<file path="src/rtl/uart_mmio.sv">
// ---------------------------------------------------------------------------
// uart_mmio -- memory-mapped 8N1 UART peripheral (MMIO window offsets 0..7).
//
// The memory controller decodes the UART window and drives the register
// strobes below. Transmit and receive bytes are buffered in FIFO_DEPTH-entry
// FIFOs. A single programmable divisor (clk cycles per bit) times both
// directions.
//
// Ports:
//   clk              system clock
//   rst              synchronous reset, active-high
//   tx_wen           register write strobe
//   rx_ren           register read strobe (a write in the same cycle wins)
//   uart_addr[2:0]   register offset
//   uart_din[7:0]    write data
//   uart_dout[7:0]   read data, combinational from uart_addr and state
//   rx_data_present  RX FIFO not empty
//   tx_full          TX FIFO full
//   rxd              serial input, idle high, asynchronous to clk
//   txd              serial output, idle high
//   irq              (only with UART_MMIO_IRQ_EN) registered interrupt
//
// Register map:
//   0 DATA    W: push TX FIFO (dropped if full)  R: pop RX FIFO head (0 if empty)
//   1 STATUS  R: {3'b0, rx_overrun, tx_busy, tx_empty, tx_full, rx_data_present}
//             a read clears rx_overrun
//   2 DIV_LO, 3 DIV_HI  divisor bytes; a write restarts both baud counters
//   4 IER     (only with UART_MMIO_IRQ_EN) bit0 RX-data enable, bit1 TX-empty
//   others    read 0x00, writes ignored
//
// Optional feature macro: UART_MMIO_IRQ_EN (adds irq output and IER register).
// ---------------------------------------------------------------------------

// Byte FIFO with extra pointer MSB so full and empty are exact.
// A push into a full FIFO is accepted only when a pop happens on the same edge.
module uart_mmio_fifo #(
    parameter int DEPTH = 16
) (
    input  logic       clk,
    input  logic       rst,
    input  logic       push,
    input  logic [7:0] din,
    input  logic       pop,
    output logic [7:0] dout,
    output logic       empty,
    output logic       full
);
    localparam int AW = $clog2(DEPTH);

    logic [7:0]  mem [DEPTH];
    logic [AW:0] wr_ptr;
    logic [AW:0] rd_ptr;
    logic        do_push;
    logic        do_pop;

    assign empty   = (wr_ptr == rd_ptr);
    assign full    = (wr_ptr[AW] != rd_ptr[AW]) && (wr_ptr[AW-1:0] == rd_ptr[AW-1:0]);
    assign do_pop  = pop && !empty;
    assign do_push = push && (!full || do_pop);
    assign dout    = mem[rd_ptr[AW-1:0]];

    // NOTE: state registers update with non-blocking '<=' so every flop samples
    // pre-edge values regardless of statement order.
    always_ff @(posedge clk) begin
        if (rst) begin
            wr_ptr <= '0;
            rd_ptr <= '0;
        end else begin
            if (do_push) wr_ptr <= wr_ptr + (AW+1)'(1);
            if (do_pop)  rd_ptr <= rd_ptr + (AW+1)'(1);
        end
    end

    // NOTE: storage has no reset; the pointers alone define which entries are
    // valid, so clearing the array would only cost reset fan-out.
    always_ff @(posedge clk) begin
        if (do_push) mem[wr_ptr[AW-1:0]] <= din;
    end
endmodule

module uart_mmio #(
    parameter int FIFO_DEPTH  = 16,
    parameter int DEFAULT_DIV = 868
) (
    input  logic       clk,
    input  logic       rst,
    input  logic       tx_wen,
    input  logic       rx_ren,
    input  logic [2:0] uart_addr,
    input  logic [7:0] uart_din,
    output logic [7:0] uart_dout,
    output logic       rx_data_present,
    output logic       tx_full,
    input  logic       rxd,
    output logic       txd
`ifdef UART_MMIO_IRQ_EN
    ,
    output logic       irq
`endif
);
    localparam logic [2:0] ADDR_DATA   = 3'd0;
    localparam logic [2:0] ADDR_STATUS = 3'd1;
    localparam logic [2:0] ADDR_DIV_LO = 3'd2;
    localparam logic [2:0] ADDR_DIV_HI = 3'd3;

    localparam logic [1:0] TX_IDLE  = 2'd0;
    localparam logic [1:0] TX_START = 2'd1;
    localparam logic [1:0] TX_DATA  = 2'd2;
    localparam logic [1:0] TX_STOP  = 2'd3;

    localparam logic [2:0] RX_IDLE  = 3'd0;
    localparam logic [2:0] RX_START = 3'd1;
    localparam logic [2:0] RX_DATA  = 3'd2;
    localparam logic [2:0] RX_STOP  = 3'd3;
    localparam logic [2:0] RX_WAIT  = 3'd4;   // framing error: wait for line high

    // ---------------- register access decode ----------------
    logic        rd_en;
    logic        div_wr;
    logic        tx_push;
    logic        rx_pop;
    logic [15:0] div;
    logic [15:0] eff_div;
    logic [15:0] half_div;

    assign rd_en   = rx_ren && !tx_wen;   // simultaneous write wins
    assign div_wr  = tx_wen && (uart_addr == ADDR_DIV_LO || uart_addr == ADDR_DIV_HI);
    assign tx_push = tx_wen && (uart_addr == ADDR_DATA) && !tx_full;
    assign rx_pop  = rd_en && (uart_addr == ADDR_DATA);

    assign eff_div  = (div < 16'd2) ? 16'd2 : div;
    assign half_div = eff_div >> 1;

    always_ff @(posedge clk) begin
        if (rst) begin
            div <= 16'(DEFAULT_DIV);
        end else if (tx_wen) begin
            if (uart_addr == ADDR_DIV_LO) div[7:0]  <= uart_din;
            if (uart_addr == ADDR_DIV_HI) div[15:8] <= uart_din;
        end
    end

    // ---------------- FIFOs ----------------
    logic       tx_empty;
    logic       tx_pop;
    logic [7:0] tx_head;
    logic       rx_empty;
    logic       rx_full;
    logic       rx_push;
    logic [7:0] rx_head;
    logic [7:0] rx_shift;

    uart_mmio_fifo #(.DEPTH(FIFO_DEPTH)) u_tx_fifo (
        .clk   (clk),
        .rst   (rst),
        .push  (tx_push),
        .din   (uart_din),
        .pop   (tx_pop),
        .dout  (tx_head),
        .empty (tx_empty),
        .full  (tx_full)
    );

    uart_mmio_fifo #(.DEPTH(FIFO_DEPTH)) u_rx_fifo (
        .clk   (clk),
        .rst   (rst),
        .push  (rx_push),
        .din   (rx_shift),
        .pop   (rx_pop),
        .dout  (rx_head),
        .empty (rx_empty),
        .full  (rx_full)
    );

    assign rx_data_present = !rx_empty;

    // ---------------- transmitter ----------------
    logic [1:0]  tx_state;
    logic [15:0] tx_cnt;
    logic [2:0]  tx_bit;
    logic [7:0]  tx_shift;
    logic        tx_tick;
    logic        tx_busy;

    assign tx_tick = (tx_cnt == eff_div - 16'd1);
    assign tx_busy = (tx_state != TX_IDLE);
    // Pop when starting from idle, or at the end of a stop bit so the next
    // frame follows with no idle gap.
    assign tx_pop  = !tx_empty &&
                     ((tx_state == TX_IDLE) ||
                      (tx_state == TX_STOP && tx_tick && !div_wr));

    always_ff @(posedge clk) begin
        if (rst) begin
            tx_state <= TX_IDLE;
            tx_cnt   <= '0;
            tx_bit   <= '0;
            tx_shift <= '0;
            txd      <= 1'b1;
        end else if (tx_state == TX_IDLE) begin
            if (!tx_empty) begin
                tx_state <= TX_START;
                tx_shift <= tx_head;
                tx_cnt   <= '0;
                txd      <= 1'b0;
            end
        end else if (div_wr) begin
            tx_cnt <= '0;
        end else if (!tx_tick) begin
            tx_cnt <= tx_cnt + 16'd1;
        end else begin
            tx_cnt <= '0;
            case (tx_state)
                TX_START: begin
                    tx_state <= TX_DATA;
                    tx_bit   <= 3'd0;
                    txd      <= tx_shift[0];
                    tx_shift <= {1'b0, tx_shift[7:1]};
                end
                TX_DATA: begin
                    if (tx_bit == 3'd7) begin
                        tx_state <= TX_STOP;
                        txd      <= 1'b1;
                    end else begin
                        tx_bit   <= tx_bit + 3'd1;
                        txd      <= tx_shift[0];
                        tx_shift <= {1'b0, tx_shift[7:1]};
                    end
                end
                default: begin
                    if (!tx_empty) begin
                        tx_state <= TX_START;
                        tx_shift <= tx_head;
                        txd      <= 1'b0;
                    end else begin
                        tx_state <= TX_IDLE;
                    end
                end
            endcase
        end
    end

    // ---------------- receiver ----------------
    logic        rxd_s1;
    logic        rxd_s2;
    logic        rxd_prev;
    logic        rx_fall;
    logic [2:0]  rx_state;
    logic [15:0] rx_cnt;
    logic [2:0]  rx_bit;
    logic        rx_tick;
    logic        rx_overrun;

    assign rx_fall = rxd_prev && !rxd_s2;
    // START only waits half a bit so later samples land near bit centres.
    assign rx_tick = (rx_state == RX_START) ? (rx_cnt == half_div - 16'd1)
                                            : (rx_cnt == eff_div - 16'd1);
    assign rx_push = (rx_state == RX_STOP) && rx_tick && !div_wr && rxd_s2;

    always_ff @(posedge clk) begin
        if (rst) begin
            rxd_s1   <= 1'b1;
            rxd_s2   <= 1'b1;
            rxd_prev <= 1'b1;
            rx_state <= RX_IDLE;
            rx_cnt   <= '0;
            rx_bit   <= '0;
            rx_shift <= '0;
        end else begin
            rxd_s1   <= rxd;
            rxd_s2   <= rxd_s1;
            rxd_prev <= rxd_s2;
            if (rx_state == RX_IDLE) begin
                if (rx_fall) begin
                    rx_state <= RX_START;
                    rx_cnt   <= '0;
                end
            end else if (rx_state == RX_WAIT) begin
                if (rxd_s2) rx_state <= RX_IDLE;
            end else if (div_wr) begin
                rx_cnt <= '0;
            end else if (!rx_tick) begin
                rx_cnt <= rx_cnt + 16'd1;
            end else begin
                rx_cnt <= '0;
                case (rx_state)
                    RX_START: begin
                        rx_state <= rxd_s2 ? RX_IDLE : RX_DATA;
                        rx_bit   <= 3'd0;
                    end
                    RX_DATA: begin
                        rx_shift <= {rxd_s2, rx_shift[7:1]};
                        if (rx_bit == 3'd7) rx_state <= RX_STOP;
                        else                rx_bit   <= rx_bit + 3'd1;
                    end
                    default: begin
                        rx_state <= rxd_s2 ? RX_IDLE : RX_WAIT;
                    end
                endcase
            end
        end
    end

    // Overrun only when the byte is really lost: a same-edge pop frees a slot.
    always_ff @(posedge clk) begin
        if (rst) begin
            rx_overrun <= 1'b0;
        end else if (rx_push && rx_full && !(rx_pop && !rx_empty)) begin
            rx_overrun <= 1'b1;
        end else if (rd_en && uart_addr == ADDR_STATUS) begin
            rx_overrun <= 1'b0;
        end
    end

    // ---------------- optional interrupt ----------------
`ifdef UART_MMIO_IRQ_EN
    localparam logic [2:0] ADDR_IER = 3'd4;
    logic [1:0] ier;

    always_ff @(posedge clk) begin
        if (rst) begin
            ier <= 2'b00;
            irq <= 1'b0;
        end else begin
            if (tx_wen && uart_addr == ADDR_IER) ier <= uart_din[1:0];
            irq <= (ier[0] & rx_data_present) | (ier[1] & tx_empty & ~tx_busy);
        end
    end
`endif

    // ---------------- read mux ----------------
    // NOTE: combinational logic uses blocking '=' and assigns a default first,
    // so no path leaves the output unassigned and no latch is inferred.
    always_comb begin
        uart_dout = 8'h00;
        case (uart_addr)
            ADDR_DATA:   if (!rx_empty) uart_dout = rx_head;
            ADDR_STATUS: uart_dout = {3'b000, rx_overrun, tx_busy, tx_empty, tx_full, rx_data_present};
            ADDR_DIV_LO: uart_dout = div[7:0];
            ADDR_DIV_HI: uart_dout = div[15:8];
`ifdef UART_MMIO_IRQ_EN
            ADDR_IER:    uart_dout = {6'b000000, ier};
`endif
            default:     uart_dout = 8'h00;
        endcase
    end
endmodule

</file>
<file path="config.mk">
export PLATFORM = sky130hd
export DESIGN_NAME = uart_mmio
export DESIGN_NICKNAME = d
export VERILOG_FILES = /design/src/rtl/uart_mmio.sv
export SDC_FILE = /design/constraint.sdc
export NUM_CORES = 1
export LEC_CHECK = 0
export BUFFER_PORTS_ARGS = -buffer_cell sky130_fd_sc_hd__buf_2
export CAP_MARGIN = 20
export CORE_ASPECT_RATIO = 0.7
export CORE_UTILIZATION = 55
export DETAILED_ROUTE_END_ITERATION = 10
export PLACE_DENSITY = 0.71
export SLEW_MARGIN = 30
export SYNTH_ARGS = -nofsm -noshare
export SYNTH_HDL_FRONTEND = slang
export SYNTH_SLANG_ARGS = --single-unit
export TNS_END_PERCENT = 20
</file>
<file path="constraint.sdc">
create_clock -name clk -period 14.2 [get_ports clk]
set_clock_uncertainty 0.15 [all_clocks]
set_input_delay 0.71 -clock clk [delete_from_list [all_inputs] [get_ports clk]]
set_output_delay 0.71 -clock clk [all_outputs]
set_load 0.03 [all_outputs]
</file>
==> summary.md <==
| Metric | Value |
|---|---|
| Outcome | `complete, no violations` |
| CP endpoint kind | `register` |
| Starting Density | `56.50%` |
| Fmax | `157.1 MHz` |
| Cell variety after synth | `85` |
| Power density over the cells | `~130 mW/mm^2` |
| Total negative slack | `0 ps` |
| Post-route ant nets | `0` |
| Routed Wire Length | `~43,000 um` |
| Critical Path AT | `about 6600 ps` |
| Hold buffer count at cts | `0` |
| Clock latency on the worst-skew pair | `550 ps` |
| Tcrit/Tclk final | `44.84%` |
| Worst Setup Slack, final | `7833 ps` |
| Final Max Slew Viols | `0` |
| Layout cells sized above 1 | `15.23%` |
| Switching part of the total power | `between 20% and 30%` |
| Initial antenna violation count | `0` |
| Row cnt | `53` |
| Comb pwr share | `13.6%` |
| Syn Area/Cell | `12.75 sq um` |
| DP Cell Count | `1,704` |
| Area delta synth->final | `8.827%` |
| Routed length per placed instance | `24.27 um` |
| Die area | `around 0.032 sq mm` |
| GRT overflow | `0` |
| Final Wtd Congestion | `0.9805` |
| Routing usage on met2 | `37.00%` |
| Flop pwr share | `48.4%` |
| Core area | `0.03031 sq mm` |
| Num CTS Buffers | `35` |
| CP cell instances | `nor3_1, and4_1, a21oi_1, inv_1, ha_1, nor3b_2, nor4_1, or4_1, a211oi_1, nand4_1, nor4b_2, nand3_1, nor4b_1, o32ai_1` |
| Worst Setup Start Kind | `register` |
| Hpwl dp | `28,880 um` |
| Leakage | `6.529 nW` |
| Post-synth top flop | `edfxtp_1` |
| EDFF count, synth | `256` |
| First-pass GRT wire length | `64,870 um` |
| Vias in the first global route | `10,490` |
| Power Internal | `~0.0018 W` |
| CTS root buf | `clkbuf_16` |
| Sequential fraction of the synthesis area | `about 58%` |
| Place WS | `8039 ps` |
| RSZ-0062 raised after global routing | `false` |
| Clock power share | `37.9%` |
| Cell area after synthesis | `about 0.017 sq mm` |
| VDD IR max | `between 0.0001 and 0.00015 V` |
| Drt initial violations | `1,356` |
| Fin Hold WS | `between 150 and 200 ps` |
| CTS tree | `built` |
| Post-synth net total | `1,381` |
| Met1 usage | `44.61%` |
| Avg Vias per Cell | `6.480` |
| Synth Warn # | `0` |
| TritonRoute pass-1 iters | `5` |
| Post-CTS Setup Inserts | `0` |
| Most frequent cells in the layout | `edfxtp_1, dfxtp_1, nor2_1, nand2_1, mux4_2` |
| MaxCap Viol Count | `0` |
| Critical Path RT | `14,440 ps` |
| CP Max Fanout | `24` |
| Total Routing Usage GR | `between 20% and 30%` |
| Die X | `212.9 um` |
| Setup Viol. Count Final | `0` |
| CP max stage cell | `nor4b_1` |
| Vias | `11,440` |
| Io pins | `27` |
| Max incr delay on CP | `between 700 and 800 ps` |
| Die height | `149.6 um` |
| WS Path Type | `reg2reg` |
| Commonest non-fill, non-tap cell in the layout | `edfxtp_1` |
| #FFs+latches synth | `364` |
| Fin cells | `1,765` |
| Min-Delay Path Class | `in2reg` |
| FILL cells | `2,301` |
| Maximum root-to-sink buffer count | `3` |
| CTS H-Tree Depth | `2` |
| Max-slew headroom | `35.22%` |
| Minimum clock period | `6367 ps` |
| Final Hold Viols | `0` |
| Pin count of the biggest net entering global routing | `77` |
| Nets@finish | `1,367` |
| Post-synth ARST share | `0%` |
| Final instance area | `0.01864 sq mm` |
| Diodes inserted | `0` |
| Worst-Margin Slew | `971.7 ps` |
| Gr busiest metal | `met1` |
| Post-cts gate resize count | `0` |
| Placed cell areas | `0.01753 sq mm` |
| M3 GR Usage | `5.477%` |
| P_sw | `between 0.0006 and 0.0007 W` |
| Reg clk slew, reported paths | `60 ps` |
| Num Clock Sinks | `364` |
| DRC | `0` |
| Buffers on Ports | `26` |
| Syn Inst Count | `1,343` |
==> stage by stage <==
step                util, %  total power (W)
finish                61.49         0.002397
global placement      57.83         0.001502
CTS                   61.48         0.002411
floorplan                 -         0.001429
detailed placement    57.84         0.001508
global route          61.49         0.002484
==> final cells by class <==
class                           count  area (sq um)  share of cell area (%)
Sequential cell                   364          9853                   52.87
Multi-Input combinational cell    846          6760                   36.28
Clock buffer                       42         912.1                   4.895
Tap cell                          412         515.5                   2.766
Timing Repair Buffer               43         257.7                   1.383
Clock inverter                     19         190.2                   1.021
Inverter                           39         146.4                  0.7855
==> registers in the layout (all words and copies together), names as in the netlist, 8 cells and up, named ones only <==
register / flops
tx_cnt: 16
rx_shift: 8
rx_cnt: 16
div: 16
u_rx_fifo.mem: 128
tx_shift: 8
u_tx_fifo.mem: 128
==> critical path: cells and delay by family (launching register included) <==
kind | cells | cell delay, ps
AOI/OAI and AO/OA | 3 | 670
adders and majority gates | 1 | 210
buffers and inverters | 1 | 170
DFF | 1 | 540
and+or+nand+nor | 9 | 4460
==> routing by layer <==
| layer | up-vias | wire, um |
|---|---|---|
| met4 | 0 | 886 |
| met5 | - | 0 |
| met3 | 65 | 4323 |
| met2 | 550 | 17740 |
| li1 | 5133 | - |
| met1 | 5689 | 19880 |
==> power groups by stage <==
stage          sequential (W)  combinational [W]  clock (W)
2_1_floorplan         0.00118           0.000249          0
3_3_place_gp          0.00118           0.000319          0
3_5_place_dp          0.00118           0.000324          0
4_1_cts               0.00116           0.000325   0.000925
5_1_grt               0.00116           0.000354   0.000967
6_report              0.00116           0.000326   0.000910
==> final timing paths <==
check | slack [ps] | depth (start not counted) | startpoint | to
min reg2reg | 260 | 1 | rxd_s1$_SDFF_PP1_ | rxd_s2$_SDFF_PP1_
min | 200 | 2 | rxd | rxd_s1$_SDFF_PP1_
max reg2reg | 7830 | 14 | div[5]$_SDFFE_PP1P_ | rx_bit[1]$_SDFFE_PP0P_
max | 7830 | 14 | div[5]$_SDFFE_PP1P_ | rx_bit[1]$_SDFFE_PP0P_
==> cells by family after synthesis <==
group           synth area share, %
fa+ha+maj                     1.607
simple gates                  13.51
buf+inv                       3.098
flops                         57.52
mux                           12.63
xor+xnor                      3.325
compound gates                8.308
==> synth_stat cells (6+ instances only) <==
library cell / number / area [sq um]
mux2_2: 12 / 135.1
buf_2: 13 / 65.06
and2_1: 6 / 37.54
nor2_1: 94 / 352.8
xnor2_1: 44 / 385.4
and3_1: 40 / 250.2
ha_1: 22 / 275.3
a21oi_1: 49 / 245.2
or3_1: 8 / 50.05
o22ai_1: 19 / 118.9
o2111ai_1: 6 / 52.55
a31oi_1: 25 / 156.4
mux4_2: 66 / 1486
nand2_1: 82 / 307.8
mux2i_1: 53 / 530.5
a211oi_1: 10 / 75.07
and4_1: 6 / 52.55
nor3_1: 23 / 115.1
inv_1: 37 / 138.9
nand2b_1: 15 / 93.84
nand4_1: 25 / 156.4
nor2b_1: 17 / 106.4
edfxtp_1: 256 / 7687
nand3_1: 33 / 165.2
buf_1: 9 / 33.78
a221oi_1: 6 / 52.55
nor4_1: 17 / 106.4
o21ai_0: 20 / 100.1
nand3b_1: 16 / 120.1
nor4b_1: 6 / 52.55
dfxtp_1: 108 / 2162
or4_1: 7 / 52.55
clkbuf_1: 70 / 262.8
xor2_1: 21 / 183.9
Power figures use the tool's default switching activity.
